## config.mk

```make
export PLATFORM = sky130hd
export DESIGN_NAME = uart_stream_ctrl_flat
export DESIGN_NICKNAME = d
export VERILOG_FILES = /design/src/rtl/uart_stream_ctrl_if.sv /design/src/rtl/uart_stream_ctrl.sv /design/src/flat_wrapper.sv
export SDC_FILE = /design/constraint.sdc
export NUM_CORES = 1
export LEC_CHECK = 0
export CORE_MARGIN = 2
export CORE_UTILIZATION = 50
export DETAILED_ROUTE_END_ITERATION = 10
export PLACE_DENSITY = 0.72
export SYNTH_ARGS = -nofsm -noshare
export SYNTH_HDL_FRONTEND = slang
export SYNTH_SLANG_ARGS = --single-unit
```

## constraint.sdc

```tcl
create_clock -name clk -period 6.1 [get_ports clk]
set_input_delay 1.83 -clock clk [delete_from_list [all_inputs] [get_ports clk]]
set_output_delay 1.83 -clock clk [all_outputs]
set_load 0.01 [all_outputs]
```

## src/rtl/uart_stream_ctrl_if.sv

```systemverilog
// Bundles the UART-core, stream and status signals of uart_stream_ctrl.
// slave = the controller itself, master = the surrounding system / bench.
interface uart_stream_ctrl_if #(
  parameter int DATA_W = 9,
  parameter int ERR_W  = 3,
  parameter int DEPTH  = 16,
  parameter int AXI_W  = 32
) ();
  localparam int LW = $clog2(DEPTH) + 1;

  logic              fifo_en;
  logic              flush;
  logic [DATA_W-1:0] rx_data;
  logic [ERR_W-1:0]  rx_error;
  logic              rx_done;
  logic              rx_ready;
  logic              tx_idle;
  logic              tx_start;
  logic [DATA_W-1:0] tx_data;
  logic              rx_valid_axi;
  logic              rx_ready_axi;
  logic [AXI_W-1:0]  rx_data_axi;
  logic              tx_valid_axi;
  logic              tx_ready_axi;
  logic [AXI_W-1:0]  tx_data_axi;
  logic [LW-1:0]     rx_level;
  logic [LW-1:0]     tx_level;
  logic              rx_almost_full;
  logic              tx_almost_full;
  logic              rx_fifo_empty;
  logic              tx_fifo_empty;
  logic              rx_fifo_full;
  logic              tx_fifo_full;
  logic              rx_ovf;

  modport slave (
    input  fifo_en, flush, rx_data, rx_error, rx_done, tx_idle,
           rx_ready_axi, tx_valid_axi, tx_data_axi,
    output rx_ready, tx_start, tx_data, rx_valid_axi, rx_data_axi, tx_ready_axi,
           rx_level, tx_level, rx_almost_full, tx_almost_full,
           rx_fifo_empty, tx_fifo_empty, rx_fifo_full, tx_fifo_full, rx_ovf
  );

  modport master (
    output fifo_en, flush, rx_data, rx_error, rx_done, tx_idle,
           rx_ready_axi, tx_valid_axi, tx_data_axi,
    input  rx_ready, tx_start, tx_data, rx_valid_axi, rx_data_axi, tx_ready_axi,
           rx_level, tx_level, rx_almost_full, tx_almost_full,
           rx_fifo_empty, tx_fifo_empty, rx_fifo_full, tx_fifo_full, rx_ovf
  );
endinterface

```

## src/rtl/uart_stream_ctrl.sv

```systemverilog
// UART <-> stream bridge: FWFT RX/TX FIFOs (or bypass) plus TX launch FSM; UART_STREAM_CTRL_ERR_DROP_EN drops errored RX frames.
// RX head/TX launch are combinational off registered state; backpressure via rx_ready / tx_ready_axi, RX overflow is sticky.
module uart_stream_ctrl #(
  parameter int DATA_W    = 9,
  parameter int ERR_W     = 3,
  parameter int DEPTH     = 16,
  parameter int AXI_W     = 32,
  parameter int AF_MARGIN = 2
) (
  input logic               clk,
  input logic               rst_n,
  uart_stream_ctrl_if.slave bus
);
  localparam int AW = $clog2(DEPTH);
  localparam int LW = AW + 1;
  localparam int RW = DATA_W + ERR_W;
  localparam logic [LW-1:0] FULL_LVL = LW'(DEPTH);
  localparam logic [LW-1:0] AF_LVL   = LW'(DEPTH - AF_MARGIN);

  typedef enum logic [1:0] {IDLE, WAIT_BUSY, WAIT_IDLE} state_t;

  state_t            r_state, w_state_nxt;
  logic [1:0]        r_wait_cnt, w_wait_cnt_nxt;
  logic              r_fifo_en, r_live, r_rx_ovf;
  logic [RW-1:0]     r_rx_mem [DEPTH];
  logic [DATA_W-1:0] r_tx_mem [DEPTH];
  logic [AW-1:0]     r_rx_wp, r_rx_rp, r_tx_wp, r_tx_rp;
  logic [LW-1:0]     r_rx_lvl, r_tx_lvl;
  logic [DATA_W-1:0] r_tx_data;

  logic              w_clr, w_rx_ok, w_rx_full, w_rx_empty, w_tx_full, w_tx_empty;
  logic              w_rx_push, w_rx_pop, w_tx_push, w_tx_pop, w_src_vld, w_launch;
  logic [DATA_W-1:0] w_src_dat;
  logic [RW-1:0]     w_rx_word;
  logic              w_unused;

  // Flush or a mode switch empties both FIFOs; that cycle performs no push/pop/launch.
  assign w_clr = bus.flush | (bus.fifo_en != r_fifo_en);
`ifdef UART_STREAM_CTRL_ERR_DROP_EN
  assign w_rx_ok = (bus.rx_error == '0);
`else
  assign w_rx_ok = 1'b1;
`endif
  assign w_rx_word  = {bus.rx_error, bus.rx_data};
  assign w_rx_full  = (r_rx_lvl == FULL_LVL);
  assign w_rx_empty = (r_rx_lvl == '0);
  assign w_tx_full  = (r_tx_lvl == FULL_LVL);
  assign w_tx_empty = (r_tx_lvl == '0);
  assign w_unused   = ^bus.tx_data_axi[AXI_W-1:DATA_W];

  assign w_rx_pop  = bus.fifo_en & ~w_rx_empty & bus.rx_ready_axi & ~w_clr;
  assign w_rx_push = bus.fifo_en & bus.rx_done & w_rx_ok & (~w_rx_full | w_rx_pop) & ~w_clr;
  assign w_tx_push = bus.fifo_en & bus.tx_valid_axi & ~w_tx_full & ~w_clr;

  // In bypass the stream beat is the launch source directly.
  assign w_src_vld = bus.fifo_en ? ~w_tx_empty : bus.tx_valid_axi;
  assign w_src_dat = bus.fifo_en ? r_tx_mem[r_tx_rp] : bus.tx_data_axi[DATA_W-1:0];
  assign w_launch  = r_live & (r_state == IDLE) & bus.tx_idle & w_src_vld & ~w_clr;
  assign w_tx_pop  = w_launch & bus.fifo_en;

  assign bus.rx_ready     = bus.fifo_en ? ~w_rx_full : bus.rx_ready_axi;
  assign bus.rx_valid_axi = bus.fifo_en ? ~w_rx_empty : (bus.rx_done & w_rx_ok);
  assign bus.rx_data_axi  = AXI_W'(bus.fifo_en ? r_rx_mem[r_rx_rp] : w_rx_word);
  assign bus.tx_ready_axi = bus.fifo_en ? ~w_tx_full
                                        : (r_live & (r_state == IDLE) & bus.tx_idle & ~w_clr);
  assign bus.tx_start     = w_launch;
  assign bus.tx_data      = w_launch ? w_src_dat : r_tx_data;

  assign bus.rx_level       = r_rx_lvl;
  assign bus.tx_level       = r_tx_lvl;
  assign bus.rx_fifo_full   = w_rx_full;
  assign bus.tx_fifo_full   = w_tx_full;
  assign bus.rx_fifo_empty  = w_rx_empty;
  assign bus.tx_fifo_empty  = w_tx_empty;
  assign bus.rx_almost_full = (r_rx_lvl >= AF_LVL);
  assign bus.tx_almost_full = (r_tx_lvl >= AF_LVL);
  assign bus.rx_ovf         = r_rx_ovf;

  always_ff @(posedge clk) begin
    if (w_rx_push) r_rx_mem[r_rx_wp] <= w_rx_word;
    if (w_tx_push) r_tx_mem[r_tx_wp] <= bus.tx_data_axi[DATA_W-1:0];
  end

  always_ff @(posedge clk or negedge rst_n) begin
    if (!rst_n) begin
      r_fifo_en <= 1'b1;
      r_live    <= 1'b0;
      r_rx_ovf  <= 1'b0;
      r_rx_wp   <= '0;
      r_rx_rp   <= '0;
      r_tx_wp   <= '0;
      r_tx_rp   <= '0;
      r_rx_lvl  <= '0;
      r_tx_lvl  <= '0;
    end else begin
      r_fifo_en <= bus.fifo_en;
      r_live    <= 1'b1;
      if (w_clr) begin
        r_rx_ovf <= 1'b0;
        r_rx_wp  <= '0;
        r_rx_rp  <= '0;
        r_tx_wp  <= '0;
        r_tx_rp  <= '0;
        r_rx_lvl <= '0;
        r_tx_lvl <= '0;
      end else begin
        if (w_rx_push) r_rx_wp <= r_rx_wp + 1'b1;
        if (w_rx_pop)  r_rx_rp <= r_rx_rp + 1'b1;
        if (w_tx_push) r_tx_wp <= r_tx_wp + 1'b1;
        if (w_tx_pop)  r_tx_rp <= r_tx_rp + 1'b1;
        r_rx_lvl <= r_rx_lvl + LW'(w_rx_push) - LW'(w_rx_pop);
        r_tx_lvl <= r_tx_lvl + LW'(w_tx_push) - LW'(w_tx_pop);
        if (bus.fifo_en & bus.rx_done & w_rx_ok & w_rx_full & ~w_rx_pop) r_rx_ovf <= 1'b1;
      end
    end
  end

  always_ff @(posedge clk or negedge rst_n) begin
    if (!rst_n) begin
      r_state    <= IDLE;
      r_wait_cnt <= '0;
      r_tx_data  <= '0;
    end else begin
      r_state    <= w_state_nxt;
      r_wait_cnt <= w_wait_cnt_nxt;
      if (w_launch) r_tx_data <= w_src_dat;
    end
  end

  // WAIT_BUSY gives the core 4 cycles to drop tx_idle before giving up on that launch.
  always_comb begin
    w_state_nxt    = r_state;
    w_wait_cnt_nxt = r_wait_cnt;
    case (r_state)
      IDLE: begin
        if (w_launch) begin
          w_state_nxt    = WAIT_BUSY;
          w_wait_cnt_nxt = '0;
        end
      end
      WAIT_BUSY: begin
        if (!bus.tx_idle)            w_state_nxt    = WAIT_IDLE;
        else if (r_wait_cnt == 2'd3) w_state_nxt    = IDLE;
        else                         w_wait_cnt_nxt = r_wait_cnt + 2'd1;
      end
      WAIT_IDLE: begin
        if (bus.tx_idle) w_state_nxt = IDLE;
      end
      default: w_state_nxt = IDLE;
    endcase
  end
endmodule
```

## src/flat_wrapper.sv

```systemverilog
// flat-port wrapper written by rule: the top's interface ports become plain ports
module uart_stream_ctrl_flat 
#(
  parameter int DATA_W    = 9,
  parameter int ERR_W     = 3,
  parameter int DEPTH     = 16,
  parameter int AXI_W     = 32,
  parameter int AF_MARGIN = 2
)
  (clk, rst_n, bus_fifo_en, bus_flush, bus_rx_data, bus_rx_error, bus_rx_done, bus_tx_idle, bus_rx_ready_axi, bus_tx_valid_axi, bus_tx_data_axi, bus_rx_ready, bus_tx_start, bus_tx_data, bus_rx_valid_axi, bus_rx_data_axi, bus_tx_ready_axi, bus_rx_level, bus_tx_level, bus_rx_almost_full, bus_tx_almost_full, bus_rx_fifo_empty, bus_tx_fifo_empty, bus_rx_fifo_full, bus_tx_fifo_full, bus_rx_ovf);
  uart_stream_ctrl_if #(.DATA_W(DATA_W), .ERR_W(ERR_W), .DEPTH(DEPTH), .AXI_W(AXI_W)) bus_i ();
  input logic clk;
  input logic rst_n;
  input wire logic [$bits(bus_i.fifo_en)-1:0] bus_fifo_en;
  input wire logic [$bits(bus_i.flush)-1:0] bus_flush;
  input wire logic [$bits(bus_i.rx_data)-1:0] bus_rx_data;
  input wire logic [$bits(bus_i.rx_error)-1:0] bus_rx_error;
  input wire logic [$bits(bus_i.rx_done)-1:0] bus_rx_done;
  input wire logic [$bits(bus_i.tx_idle)-1:0] bus_tx_idle;
  input wire logic [$bits(bus_i.rx_ready_axi)-1:0] bus_rx_ready_axi;
  input wire logic [$bits(bus_i.tx_valid_axi)-1:0] bus_tx_valid_axi;
  input wire logic [$bits(bus_i.tx_data_axi)-1:0] bus_tx_data_axi;
  output wire logic [$bits(bus_i.rx_ready)-1:0] bus_rx_ready;
  output wire logic [$bits(bus_i.tx_start)-1:0] bus_tx_start;
  output wire logic [$bits(bus_i.tx_data)-1:0] bus_tx_data;
  output wire logic [$bits(bus_i.rx_valid_axi)-1:0] bus_rx_valid_axi;
  output wire logic [$bits(bus_i.rx_data_axi)-1:0] bus_rx_data_axi;
  output wire logic [$bits(bus_i.tx_ready_axi)-1:0] bus_tx_ready_axi;
  output wire logic [$bits(bus_i.rx_level)-1:0] bus_rx_level;
  output wire logic [$bits(bus_i.tx_level)-1:0] bus_tx_level;
  output wire logic [$bits(bus_i.rx_almost_full)-1:0] bus_rx_almost_full;
  output wire logic [$bits(bus_i.tx_almost_full)-1:0] bus_tx_almost_full;
  output wire logic [$bits(bus_i.rx_fifo_empty)-1:0] bus_rx_fifo_empty;
  output wire logic [$bits(bus_i.tx_fifo_empty)-1:0] bus_tx_fifo_empty;
  output wire logic [$bits(bus_i.rx_fifo_full)-1:0] bus_rx_fifo_full;
  output wire logic [$bits(bus_i.tx_fifo_full)-1:0] bus_tx_fifo_full;
  output wire logic [$bits(bus_i.rx_ovf)-1:0] bus_rx_ovf;
  assign bus_i.fifo_en = bus_fifo_en;
  assign bus_i.flush = bus_flush;
  assign bus_i.rx_data = bus_rx_data;
  assign bus_i.rx_error = bus_rx_error;
  assign bus_i.rx_done = bus_rx_done;
  assign bus_i.tx_idle = bus_tx_idle;
  assign bus_i.rx_ready_axi = bus_rx_ready_axi;
  assign bus_i.tx_valid_axi = bus_tx_valid_axi;
  assign bus_i.tx_data_axi = bus_tx_data_axi;
  assign bus_rx_ready = bus_i.rx_ready;
  assign bus_tx_start = bus_i.tx_start;
  assign bus_tx_data = bus_i.tx_data;
  assign bus_rx_valid_axi = bus_i.rx_valid_axi;
  assign bus_rx_data_axi = bus_i.rx_data_axi;
  assign bus_tx_ready_axi = bus_i.tx_ready_axi;
  assign bus_rx_level = bus_i.rx_level;
  assign bus_tx_level = bus_i.tx_level;
  assign bus_rx_almost_full = bus_i.rx_almost_full;
  assign bus_tx_almost_full = bus_i.tx_almost_full;
  assign bus_rx_fifo_empty = bus_i.rx_fifo_empty;
  assign bus_tx_fifo_empty = bus_i.tx_fifo_empty;
  assign bus_rx_fifo_full = bus_i.rx_fifo_full;
  assign bus_tx_fifo_full = bus_i.tx_fifo_full;
  assign bus_rx_ovf = bus_i.rx_ovf;
  uart_stream_ctrl #(.DATA_W(DATA_W), .ERR_W(ERR_W), .DEPTH(DEPTH), .AXI_W(AXI_W), .AF_MARGIN(AF_MARGIN)) u_core (.clk(clk), .rst_n(rst_n), .bus(bus_i));
endmodule
```

==> results.txt, run 1 <==
Drt total wl = 31.8 mm
Largest family of logic cells by synthesized area = multiplexers
Via count = 8173
Final max-slew violation count = 0
Starting Density = 50.6%
Leak = 0.00622 uW
CTS tree = done
Tcrit/Tclk final = 97.1%
Antenna Cells = 0
Vias per cell = 5.72
Setup TNS = 0 ns
Die Y = 182 um
Post-route insts no fill = 1430
Commonest cells post-synth = edfxtp_1 (336), mux4_2 (63), nor2_1 (49), dfrtp_1 (41), inv_1 (41)
RSZ-0062 raised after global routing = false
Largest net degree at the start of global routing = 44
Final Hold Fails = 0
DR DRC count = 0
Max-cap violations = 0
Number of global-route vias before repair = 8492
CP cell instances = clkdlybuf4s50_1 -> nor4bb_1 -> nand3_1 -> or2_2 -> buf_4 -> a22o_1 -> clkdlybuf4s50_1
Dominant synthesized flop cell = edfxtp_1
Slew margin rel. = 30.0%
Post-CTS setup buffer count = 0
Final min period = 5.92 ns
WL/cell = 22.2 um
Final GP Congestion = 0.761
First-pass GRT wire length = 48.8 mm
# setup viols final = 0
Critical Path Fanout Max = 9
Final hold slack = 0.484 ns
Placed insts = 1358
Crit path DAT = 4.09 ns
Clock transition at the registers of the reported paths = 0.05 ns
CTS sink cnt = 378
Setup crit start kind = input port
Share of cells above drive strength 1 = 20.2%
Fill cells = 2287
Number of synthesized flops with an enable pin = 336
Worst Hold Class = reg -> reg
Post-synthesis cell type with the largest combined area = edfxtp_1
CP bufs+invs = 3
Clk_lat worst skew = 0.55 ns
Top cells by area, synth = edfxtp_1 (64%), mux4_2 (8.9%), dfrtp_1 (6.5%), mux4_1 (3.3%), ha_1 (2.3%)
Power density over cell area = 297 nW/um^2
Most common cell in the netlist = edfxtp_1
Area Overhead vs Synth = 16.4%
Synth Area in Adders = 2.54%
GRT overflow = 0
Post-synthesis cell area = 15900 sq um
Post-Syn Instances = 884
Initial DRC Count = 676
CP endpoint kind = output port
Nets = 1081
Req. time, crit path = 4.27 ns
Clock skew = 0.0332 ns
Core ar. = 31400 sq um
Drt first pass iters = 5
CTS Root Cell = clkbuf_16
R2R setup slack = 2.58 ns
Post-Synth XOR/XNOR Area = 0.820%
H-Tree Depth = 2
Area of the multi-input gates = 4270 sq um
Clk buf depth = 3
Sequential cell area = 11100 sq um
Slowest-stage cell, CP = clkdlybuf4s50_1
Worst path max stage delay = 0.50 ns
Compound-cell area share of the yosys netlist = 3.85%
Slew @ Worst Pin = 1.05 ns
Mux share of post-synthesis cell area = 14.9%
Synthesized flop and latch total = 378
Syn_area_per_cell = 18.0 sq um
Row cnt = 65
Crit path max-delay family = buffers and inverters
Ports = 114
# resized after CTS = 0
Antenna viol nets, final = 0
Port Buffers = 70
Register area share after synthesis = 70.2%
Antenna violations before repair = 0
Critical path class = in -> out
Distinct cells, synth = 55
Overall Global Routing Usage = 19.5%
Post-cts hold buffer count = 0
Top-area cell type share of the netlist area = 63.6%
Peak supply drop = 0.244 mV
Max Freq = 169 MHz
Die width = 182 um
Run status = finished clean
Die area = 33200 sq um
Asr flop ratio synth = 11.1%
Post-synthesis simple-gate area fraction = 4.15%
Num CTS Buffers = 40
DP HPWL = 20.0 mm
Crit path top cell by count = clkdlybuf4s50_1
Yosys warning total = 0
## report_power, final
| part | internal, uW | switching, uW | leakage, uW |
|---|---|---|---|
| registers | 2840 | 11.2 | 0.00359 |
| clock network | 1450 | 973 | 0.000646 |
| logic | 93.8 | 120 | 0.00199 |
## routing by layer
| metal | global-route usage (%) | wire, um | vias to the layer above |
|---|---|---|---|
| li1 | - | - | 3675 |
| met1 | 25.8 | 13100 | 4173 |
| met2 | 33.1 | 16000 | 269 |
| met3 | 3.91 | 2000 | 56 |
| met4 | 5.74 | 737 | 0 |
| met5 | 0 | 0 | - |
## final timing paths
kind / endpoint / cells past startpoint / start
max: bus_tx_data[5] / 7 / bus_tx_idle
min: u_core.r_wait_cnt[0] / 1 / u_core.r_wait_cnt[0]
max reg2reg: u_core.bus.tx_level[4] / 14 / u_core.bus.tx_level[2]
min reg2reg: u_core.r_wait_cnt[0] / 1 / u_core.r_wait_cnt[0]
max in group asynchronous: u_core.r_rx_rp[0] / 2 / rst_n
min in group asynchronous: u_core.r_tx_data[4] / 2 / rst_n
## cells by family (layout without fill, tap and decap cells)
group | after synthesis | count (layout)
AOI/OAI and AO/OA | 95 | 95
xor gates and xnor gates | 14 | 14
adders and majority gates | 31 | 31
buffers and inverters | 107 | 232
DFF | 378 | 378
muxes | 122 | 122
other | 2 | 21
and+or+nand+nor | 135 | 135
## worst reg2reg max path: stages, from the launching register on
cell,delay (ns)
dfrtp_1,0.43
inv_1,0.10
ha_1,0.16
or4b_1,0.55
nand2_1,0.43
buf_4,0.25
nor2_1,0.06
ha_1,0.28
inv_1,0.04
ha_1,0.21
fa_1,0.40
a21oi_1,0.19
o21bai_1,0.10
xnor2_1,0.13
nor2_1,0.05
## through the flow
| step | instance area [sq um] | total power, uW | setup slack, ns | utilization (%) |
|---|---|---|---|---|
| after floorplan | 15900 | 3000 | 1.25 | - |
| after global placement | 17100 | 3120 | 0.295 | 54.6 |
| after detailed placement | 17100 | 3120 | 0.145 | 54.6 |
| after CTS | 18500 | 5540 | 0.140 | 58.8 |
| after global routing | 18500 | 5660 | 0.0600 | 58.8 |
| final | 18500 | 5490 | 0.177 | 58.8 |
## sequential cells by signal (all words and copies together), names as in the netlist, 2 cells and up
name / count
u_core.r_tx_wp: 4
u_core.r_tx_data: 9
u_core.r_rx_rp: 4
u_core.r_state: 2
u_core.r_tx_mem: 144
u_core.r_rx_mem: 192
u_core.bus.rx_level: 5
u_core.bus.tx_level: 5
u_core.r_wait_cnt: 2
u_core.r_tx_rp: 4
u_core.r_rx_wp: 4
## cell type report
type | count | share of cell area (%)
tap | 402 | 2.72
clock buffer | 53 | 5.96
inverter | 42 | 0.853
clock inverter | 19 | 1.25
sequential | 378 | 60.3
multi-input combinational | 418 | 23.1
timing repair buffer | 118 | 5.76
## placed cells by master, fill, tap and decap left out, types with 14 or more instances in the layout
cell,n
inv_1,41
nor2_1,47
nand2_1,28
clkbuf_16,41
ha_1,29
a22oi_1,21
clkdlybuf4s50_1,68
mux2i_1,14
mux4_2,63
conb_1,21
buf_4,47
edfxtp_1,336
dfrtp_1,38
mux4_1,20
a21oi_1,27
mux2_2,25
Power figures use the tool's default switching activity.
==> run 2, diff against run 1 <==
--- a/config.mk
+++ b/config.mk
@@ -5,10 +5,12 @@
 export SDC_FILE = /design/constraint.sdc
 export NUM_CORES = 1
 export LEC_CHECK = 0
+export CAP_MARGIN = 20
 export CORE_MARGIN = 2
 export CORE_UTILIZATION = 50
 export DETAILED_ROUTE_END_ITERATION = 10
-export PLACE_DENSITY = 0.72
+export DONT_BUFFER_PORTS = 1
+export PLACE_DENSITY = 0.67
 export SYNTH_ARGS = -nofsm -noshare
 export SYNTH_HDL_FRONTEND = slang
 export SYNTH_SLANG_ARGS = --single-unit
==> results.txt, run 2 (synthesized netlist as in run 1, its figures left out) <==
Run status = finished clean
Clock share of power = 44.6% (+0.5 points)
Leak = 0.00586 uW (-5.8%)
CTS Root Cell = clkbuf_16
Die width = 182 um (unchanged)
Tcrit/Tclk final = 82.9% (-14 points)
R2R setup slack = 2.65 ns (+0.07 ns)
Power density over cell area = 303 nW/um^2 (+1.9%)
Die area = 33200 sq um (unchanged)
Slew @ Worst Pin = 1.15 ns (+0.100 ns)
Largest register FFs = 192 (unchanged)
Internal Pwr Total = 4300 uW (-1.9%)
Vias per cell = 5.80 (+1.4%)
Peak supply drop = 0.173 mV (-29%)
Switching Fraction = 19.4% (-0.76 points)
Die Y = 182 um (unchanged)
Req. time, crit path = 4.27 ns (about the same)
Clock transition at the registers of the reported paths = 0.06 ns (about the same)
Largest net degree at the start of global routing = 46 (+4.5%)
H-Tree Depth = 2 (unchanged)
Slowest-stage cell, CP = o31ai_1
Setup crit start kind = input port
Starting Density = 50.6% (unchanged)
Fill cells = 2410 (+5.4%)
Placed cell area = 16300 sq um (-4.9%)
Final hold slack = 0.486 ns (+0.00229 ns)
DP HPWL = 18.7 mm (-6.4%)
Clock skew = 0.0265 ns (-0.00667 ns)
Ports = 114 (unchanged)
Via count = 7766 (-5.0%)
Core ar. = 31400 sq um (unchanged)
CP cell instances = xnor2_2 -> nand3_1 -> or2_2 -> o31ai_1
First-pass GRT wire length = 47.2 mm (-3.4%)
Worst Setup EP = bus_tx_data[8]
R2R Path End = u_core.bus.tx_level[4]
Share of cells above drive strength 1 = 19.8% (-0.40 points)
Seq pwr share = 53.5% (+1.5 points)
Commonest cells after routing, fill and taps aside = edfxtp_1 (336), mux4_2 (63), nor2_1 (49)
Drt first pass iters = 4 (-1)
Critical path class = in -> out
Final min period = 5.06 ns (-0.864 ns)
Post-CTS setup buffer count = 0 (unchanged)
Largest Register = u_core.r_rx_mem
Clk buf depth = 3 (unchanged)
Largest regs = u_core.r_rx_mem: 192 flops, u_core.r_tx_mem: 144 flops, u_core.r_tx_data: 9 flops
Final max-slew violation count = 0 (unchanged)
GRT overflow = 0 (unchanged)
Overall Global Routing Usage = 19.0% (-0.53 points)
# resized after CTS = 0 (unchanged)
Hold path startpoint = u_core.r_wait_cnt[0]
Commonest non-fill, non-tap cell in the layout = edfxtp_1
Drt total wl = 30.8 mm (-3.2%)
Antenna Cells = 0 (unchanged)
CTS sink cnt = 378 (unchanged)
Crit path DAT = 3.23 ns (-0.86 ns)
Worst path max stage delay = 0.56 ns (+0.06 ns)
Reg2Reg Depth = 13 (-1)
Antenna violations before repair = 0 (unchanged)
Initial DRC Count = 661 (-2.2%)
Placed insts = 1266 (-6.8%)
Number of global-route vias before repair = 7788 (-8.3%)
Area Overhead vs Synth = 10.9%
Post-cts hold buffer count = 0 (unchanged)
Final Total Pwr = 5330 uW (-2.8%)
Cell area after layout = 17600 sq um (-4.7%)
Num CTS Buffers = 39 (-2.5%)
CP endpoint kind = output port
Port Buffers = 0 (-100%)
Critical path origin = bus_fifo_en
Final Hold Fails = 0 (unchanged)
# setup viols final = 0 (unchanged)
Worst Hold Class = reg -> reg
RSZ-0062 raised after global routing = false
Max-cap violations = 0 (unchanged)
Nets = 990 (-8.4%)
Max Freq = 198 MHz (+17%)
DR DRC count = 0 (unchanged)
Critical R2R Launch = u_core.bus.tx_level[2]
Logic pwr share = 1.9% (-2.0 points)
Clk_lat worst skew = 0.52 ns (-0.03 ns)
Critical Path Fanout Max = 44 (+35)
Slew margin rel. = 23.1% (-7.0 points)
Final GP Congestion = 0.739 (-2.9%)
Post-route insts no fill = 1340 (-6.3%)
Row cnt = 65 (unchanged)
Setup TNS = 0 ns (unchanged)
Sw power = 1030 uW (-6.5%)
Antenna viol nets, final = 0 (unchanged)
WL/cell = 22.9 um (+3.3%)
CTS tree = done
[run 2: final cells by class]
cell class	count	area (sq um)	area share (%)
multi-input combinational	418	4290	24.4
clock inverter	23	250	1.42
clock buffer	49	1030	5.88
tap	402	503	2.86
sequential	378	11100	63.3
timing repair buffer	28	223	1.26
inverter	42	158	0.895
[run 2: worst min-delay path by stage]
stage,to,slack (ns),depth (start not counted)
after global routing,u_core.r_wait_cnt[0],0.51,1
after floorplan,u_core.r_wait_cnt[0],0.46,1
after global placement,u_core.r_wait_cnt[0],0.47,1
after detailed placement,u_core.r_wait_cnt[0],0.48,1
final,u_core.r_wait_cnt[0],0.49,1
after CTS,u_core.r_wait_cnt[0],0.49,1
[run 2: worst max-delay path, delay by kind of cell]
family,cells,cell delay [ns]
simple gates,2,0.59
compound gates,1,0.56
xor+xnor,1,0.24
[run 2: through the flow]
stage          worst slack (ns)  util [%]
4_1_cts                    1.03      56.0
3_3_place_gp               1.04      51.9
3_5_place_dp               1.05      51.9
5_1_grt                   0.854      56.1
2_1_floorplan              1.25         -
6_report                   1.04      56.1
[run 2: per-layer routing]
layer | vias up | share of wire, % | global-route usage (%)
li1 | 3489 | - | -
met1 | 4006 | 44 | 27.3
met2 | 227 | 48 | 30.2
met3 | 44 | 5.9 | 3.75
met4 | 0 | 1.7 | 4.71
met5 | - | 0 | 0
[run 2: power groups by stage]
| stage | Sequential (uW) | Clock [uW] | Combinational (uW) |
|---|---|---|---|
| final | 2850 | 2380 | 102 |
| after global routing | 2850 | 2520 | 113 |
| after CTS | 2850 | 2410 | 103 |
| after detailed placement | 2910 | 0 | 103 |
| after global placement | 2910 | 0 | 101 |
| after floorplan | 2900 | 0 | 94.9 |
